$ cat config.mk
export PLATFORM = sky130hd
export DESIGN_NAME = relu_stream_unit
export DESIGN_NICKNAME = d
export VERILOG_FILES = /design/src/rtl/relu_stream_unit.sv
export SDC_FILE = /design/constraint.sdc
export NUM_CORES = 1
export LEC_CHECK = 0
export CORE_ASPECT_RATIO = 1.25
export CORE_MARGIN = 2
export CORE_UTILIZATION = 45
export DETAILED_ROUTE_END_ITERATION = 6
export PLACE_DENSITY = 0.8
export SLEW_MARGIN = 40
export SYNTH_ARGS = -nofsm -noshare
export SYNTH_HDL_FRONTEND = slang
export SYNTH_SLANG_ARGS = --single-unit
$ cat constraint.sdc
create_clock -name clk -period 2.7 [get_ports clk]
set_input_delay 0.405 -clock clk [delete_from_list [all_inputs] [get_ports clk]]
set_output_delay 0.405 -clock clk [all_outputs]
set_load 0.05 [all_outputs]
$ cat src/rtl/relu_stream_unit.sv
`default_nettype none
// ============================================================================
// Module   : relu_stream_unit
// Brief    : Multi-lane streaming activation unit (pass / ReLU / clipped ReLU
//            / leaky ReLU) with a 2-stage valid/ready pipeline, frame-position
//            tracking (out_last) and a saturating negative-lane statistic.
// Revision : 1.0 - initial release
// ============================================================================
module relu_stream_unit #(
    parameter int DATA_SIZE  = 8,
    parameter int LANES      = 4,
    parameter int LEAK_SHIFT = 3,
    parameter int FRAME_LEN  = 196,
    parameter int STAT_W     = 16
) (
    input  logic                         clk,
    input  logic                         rst_n,
    input  logic                         cfg_we,
    input  logic [1:0]                   cfg_mode,
    input  logic [DATA_SIZE-2:0]         cfg_clip,
    input  logic                         in_valid,
    output logic                         in_ready,
    input  logic [LANES*DATA_SIZE-1:0]   in_data,
    output logic                         out_valid,
    input  logic                         out_ready,
    output logic [LANES*DATA_SIZE-1:0]   out_data,
    output logic                         out_last,
    input  logic                         stat_clr,
    output logic [STAT_W-1:0]            neg_count
);

    // ------------------------------------------------------------------------
    // Derived sizes and constants
    // ------------------------------------------------------------------------
    // A one-beat frame still needs a 1-bit counter so the port widths stay legal.
    localparam int CNT_W = (FRAME_LEN > 1) ? $clog2(FRAME_LEN) : 1;
    // Enough bits to hold a per-beat count of 0..LANES negative lanes.
    localparam int PC_W  = $clog2(LANES + 1);
    // Wide enough that the running sum can never wrap before saturation.
    localparam int SUM_W = STAT_W + PC_W;

    localparam logic [1:0] MODE_PASS  = 2'b00;
    localparam logic [1:0] MODE_RELU  = 2'b01;
    localparam logic [1:0] MODE_CLIP  = 2'b10;
    localparam logic [1:0] MODE_LEAKY = 2'b11;

    localparam logic [CNT_W-1:0]  LAST_BEAT = CNT_W'(FRAME_LEN - 1);
    localparam logic [STAT_W-1:0] STAT_MAX  = {STAT_W{1'b1}};
    localparam logic [SUM_W-1:0]  SUM_MAX   = SUM_W'(STAT_MAX);

    // ------------------------------------------------------------------------
    // State
    // ------------------------------------------------------------------------
    logic [1:0]                 mode_q;
    logic [DATA_SIZE-2:0]       clip_q;

    logic                       s1_valid;
    logic [LANES*DATA_SIZE-1:0] s1_data;
    logic [1:0]                 s1_mode;
    logic [DATA_SIZE-2:0]       s1_clip;
    logic [LANES-1:0]           s1_neg;

    logic                       s2_valid;
    logic [LANES*DATA_SIZE-1:0] s2_data;

    logic [CNT_W-1:0]           beat_cnt;
    logic [STAT_W-1:0]          neg_cnt;

    // ------------------------------------------------------------------------
    // Handshake
    // ------------------------------------------------------------------------
    logic                       s2_adv;
    logic                       accept;
    logic                       xfer;

    // Stage 2 may load whenever it is empty or its beat leaves this cycle.
    assign s2_adv   = !s2_valid || out_ready;
    // The unit only stalls when both stages hold beats and downstream refuses.
    assign in_ready = !s1_valid || !s2_valid || out_ready;
    assign accept   = in_valid && in_ready;
    assign xfer     = s2_valid && out_ready;

    // ------------------------------------------------------------------------
    // Per-lane sign flags and activation of the stage-1 beat
    // ------------------------------------------------------------------------
    logic [LANES-1:0]           in_neg;
    logic [LANES*DATA_SIZE-1:0] act_data;

    for (genvar i = 0; i < LANES; i++) begin : g_lane
        logic signed [DATA_SIZE-1:0] x;
        logic signed [DATA_SIZE-1:0] clip_ext;
        logic signed [DATA_SIZE-1:0] y;

        assign in_neg[i] = in_data[i*DATA_SIZE + DATA_SIZE - 1];
        assign x         = s1_data[i*DATA_SIZE +: DATA_SIZE];
        // Clip ceiling is a non-negative magnitude; a leading zero keeps it so.
        assign clip_ext  = {1'b0, s1_clip};

        // Select the lane result from the mode captured with this beat.
        always_comb begin
            y = x;
            case (s1_mode)
                MODE_PASS:  y = x;
                MODE_RELU:  y = s1_neg[i] ? '0 : x;
                MODE_CLIP:  y = s1_neg[i] ? '0 : ((x > clip_ext) ? clip_ext : x);
                MODE_LEAKY: y = s1_neg[i] ? (x >>> LEAK_SHIFT) : x;
                default:    y = x;
            endcase
        end

        assign act_data[i*DATA_SIZE +: DATA_SIZE] = y;
    end

    // ------------------------------------------------------------------------
    // Negative-lane statistic
    // ------------------------------------------------------------------------
    logic [PC_W-1:0]  neg_pc;
    logic [SUM_W-1:0] neg_sum;

    // Count the sign bits of the beat presented at the input.
    always_comb begin
        neg_pc = '0;
        for (int k = 0; k < LANES; k++) begin
            neg_pc = neg_pc + PC_W'(in_neg[k]);
        end
    end

    assign neg_sum = SUM_W'(neg_cnt) + SUM_W'(neg_pc);

    // Saturating accumulate on acceptance; a clear in the same cycle wins.
    always_ff @(posedge clk or negedge rst_n) begin
        if (!rst_n) begin
            neg_cnt <= '0;
        end else if (stat_clr) begin
            neg_cnt <= '0;
        end else if (accept) begin
            neg_cnt <= (neg_sum > SUM_MAX) ? STAT_MAX : STAT_W'(neg_sum);
        end
    end

    // ------------------------------------------------------------------------
    // Run-time configuration
    // ------------------------------------------------------------------------
    // Config registers; a beat accepted on the write edge still sees the old value.
    always_ff @(posedge clk or negedge rst_n) begin
        if (!rst_n) begin
            mode_q <= MODE_RELU;
            clip_q <= '1;
        end else if (cfg_we) begin
            mode_q <= cfg_mode;
            clip_q <= cfg_clip;
        end
    end

    // ------------------------------------------------------------------------
    // Pipeline stages
    // ------------------------------------------------------------------------
    // Stage 1: capture raw lanes together with the config and sign flags in force.
    always_ff @(posedge clk or negedge rst_n) begin
        if (!rst_n) begin
            s1_valid <= 1'b0;
            s1_data  <= '0;
            s1_mode  <= MODE_RELU;
            s1_clip  <= '1;
            s1_neg   <= '0;
        end else if (in_ready) begin
            s1_valid <= in_valid;
            if (in_valid) begin
                s1_data <= in_data;
                s1_mode <= mode_q;
                s1_clip <= clip_q;
                s1_neg  <= in_neg;
            end
        end
    end

    // Stage 2: register the activated beat; data is held while stalled.
    always_ff @(posedge clk or negedge rst_n) begin
        if (!rst_n) begin
            s2_valid <= 1'b0;
            s2_data  <= '0;
        end else if (s2_adv) begin
            s2_valid <= s1_valid;
            if (s1_valid) begin
                s2_data <= act_data;
            end
        end
    end

    // ------------------------------------------------------------------------
    // Frame position
    // ------------------------------------------------------------------------
    // Beat index within the frame, advanced on each output transfer.
    always_ff @(posedge clk or negedge rst_n) begin
        if (!rst_n) begin
            beat_cnt <= '0;
        end else if (xfer) begin
            beat_cnt <= (beat_cnt == LAST_BEAT) ? '0 : beat_cnt + CNT_W'(1);
        end
    end

    // ------------------------------------------------------------------------
    // Outputs
    // ------------------------------------------------------------------------
    assign out_valid = s2_valid;
    assign out_data  = s2_data;
    assign out_last  = s2_valid && (beat_cnt == LAST_BEAT);
    assign neg_count = neg_cnt;

endmodule
`default_nettype wire

==> results.ini <==
[timing]
fmax_mhz = 391
min_period_over_period_pct = 94.6
slew_viol_final = 0
relSlewSlack_pct = 51.2
layout_min_cycle_time_ns = 2.55
setup_viol = 0
hold_viol_final = 0
clock-skew-final_ns = 0.0114
rsz0062_at_grt = no
tightest_slew_ns = 0.732

[place]
place.gp.congestion = 0.905
place_hpwl_mm = 13.0
port_buffers = 97
placed_cell_area_um2 = 7740

[clock_network]
cts_buffers = 9
cts_root_buffer = clkbuf_16
cts_buffer_depth = 2
cts_tree = built
ctsHoldBuffers = 0
cts_max_level = 3
worstSkewPairLatency_ns = 0.36
clk_pin_slew_ns = 0.08
clock_sink_count = 108

[setup_path]
required_ns = 2.94
r2r_start = s1_clip[5]
cp_slowest_cell = dfstp_2
path_depth = 7
worstPathCellList = inv_1 -> ha_1 -> a21oi_1 -> o21ai_0 -> a221o_2 -> o2111ai_1 -> or3b_1
crit_path_end_kind = flop
critPathMaxStageDelay_ns = 0.57
r2r_slack_ns = 0.15
crit_end = out_data[9]
ff2ff_path_depth = 7
rr_endpoint = out_data[9]
worst_path_dominant_cell_family = compound AO/OA/AOI/OAI gates
critPathKind = flop to flop
crit_fanout = 10
cp-startpoint = s1_clip[5]
worstSetupStartpointType = flop
cp.arrival_ns = 2.79
crit_buf_inv = 1

[grt]
grt_pass1_wl_mm = 29.6
grt_pass1_vias = 5938
antenna_found_initial = 0
overflow = 0
grt_max_degree = 58
grtUsageTotal_pct = 23.5

[run_status]
status = finished, final reports clean

[logic_synthesis]
yosys_warnings = 0
yosys-top-cells-area = dfrtp_1 (35%), dfstp_2 (6.5%), nand2_1 (6.5%), ha_1 (5.8%), o21ai_0 (4.5%)
synth_flop_cell = dfrtp_1
yosysTopAreaCellShare_pct = 35.4
syn_nets = 801
synth_cells = 721
yosysUniqueCellTypes = 60
syn_area_um2 = 6490
synthArstFlopShare_pct = 100
avgSynthCellArea_um2 = 9.01
ys_seq_area_share_pct = 41.9
synth.largest_area_cell = dfrtp_1
ys_ff_latch = 108
synth_enable_flop_cells = 0

[floorplanning]
core_area_um2 = 14200
die_w_um = 111
ios = 98
dieArea_um2 = 15400
initial_core_util_pct = 45.7
fp-row-count = 49
die_height_um = 138

[cells_and_area]
post-route-util_pct = 56.8
finish.net_count = 895
antenna_cells = 0
final_cell_mix = nand2_1 (111), dfrtp_1 (92), clkdlybuf4s50_1 (91), o21ai_0 (58), nand3_1 (42)
drive_gt1_share_pct = 13.2
area_growth_pct = 24.4
layout_commonest_cell = nand2_1
final_area_um2 = 8080

[drt]
drtAntennaViolNets = 0
vias = 6047
dr.first_iter.drc_count = 506
drc_errors = 0
routed_wl_mm = 17.9
avgRoutedWirePerCell_um = 18.0
dr.pass1.iters = 5
routed_via_density = 6.06

[power]
p_per_area_nw_per_um2 = 730
p_leak_nw = 3.43
worst_ir_drop_vdd_uv = 424

[job]
drv_cap = 0

[min_path]
hold_class = primary input to async pin

-- registers in the layout, indices dropped and copies added (netlist names) --
name / count
out_data: 32
s1_data: 32
neg_count: 16
beat_cnt: 8
clip_q: 7
s1_clip: 7
mode_q: 2
s1_mode: 2
out_valid: 1
s1_valid: 1
-- stage by stage --
stage / power, mW / setup WS [ns] / TNS, ns / hold slack, ns / instances
floorplan: 3.71 / 0.0257 / 0 / 0.109 / 721
global placement: 4.46 / -0.419 / -4.88 / 0.440 / 981
detailed placement: 4.50 / -0.503 / -5.93 / 0.448 / 981
CTS: 5.91 / 0.0110 / 0 / 0.141 / 997
global route: 6.22 / 0.0187 / 0 / 0.173 / 998
finish: 5.90 / 0.145 / 0 / 0.108 / 998
-- synthesized netlist by cell type, types with 4 or more instances --
cell type	count
o22ai_1	12
nor2b_1	9
nor3_1	17
dfstp_2	16
or4b_2	4
nand3_1	42
nor2_1	41
nand2b_1	15
a21oi_1	18
o2111ai_1	13
mux2_2	16
a31oi_1	7
ha_1	30
a221o_1	12
xor2_1	6
a22o_1	7
a221oi_1	15
inv_1	35
o211ai_1	5
nor3b_1	4
a211oi_1	7
a311oi_1	8
o21ai_0	58
and3_1	4
and2_1	6
dfrtp_1	92
buf_2	11
clkbuf_1	33
nand2_1	112
nand4_1	11
-- final cells by class --
type | instances | area, µm²
multi-input cells | 530 | 3460
clock inverters | 6 | 76.3
inverters | 35 | 131
clock buffers | 10 | 229
repair buffers | 131 | 1240
flip-flops and latches | 108 | 2720
fillers | 1238 | 6140
well taps | 178 | 223
-- where the power goes --
group / leakage, nW / switching [mW] / internal [mW]
Sequential: 1.31 / 0.314 / 1.93
Combinational: 1.98 / 1.41 / 0.847
Clock: 0.150 / 0.655 / 0.741
Total: 3.43 / 2.38 / 3.51
-- what timing repair did --
item / in CTS / in global routing
hold endpoints to repair: 0 / 0
buffers inserted: 0 / 1
resized for setup: 3 / 8
endpoints found under the setup margin: 10 / 18
pin swaps: 1 / 1
-- logic make-up after synthesis --
family          count (synthesis)  share of synthesized area (%)
compound gates                184                           19.9
mux                            21                           3.58
simple gates                  286                           21.9
buf+inv                        83                           5.24
xor+xnor                        6                          0.809
fa+ha+maj                      33                           6.70
flops                         108                           41.9
-- per-layer routing --
| layer | share of wire [%] | GRT usage (%) | vias up |
|---|---|---|---|
| met5 | 0 | 0 | - |
| met4 | 3.4 | 11.7 | 0 |
| met3 | 7.9 | 4.91 | 55 |
| met2 | 49 | 38.3 | 271 |
| met1 | 40 | 29.7 | 2890 |
| li1 | - | - | 2831 |
-- worst min-delay path by stage --
stage | startpoint | end | slack (ns) | depth (start not counted)
3_5_place_dp | clip_q[0] | s1_clip[0] | 0.45 | 2
5_1_grt | rst_n | out_data[20] | 0.17 | 1
3_3_place_gp | clip_q[0] | s1_clip[0] | 0.44 | 2
4_1_cts | rst_n | out_data[20] | 0.14 | 1
2_1_floorplan | rst_n | beat_cnt[0] | 0.11 | 0
6_report | rst_n | out_data[30] | 0.11 | 1
(Power assumes the default switching activity.)
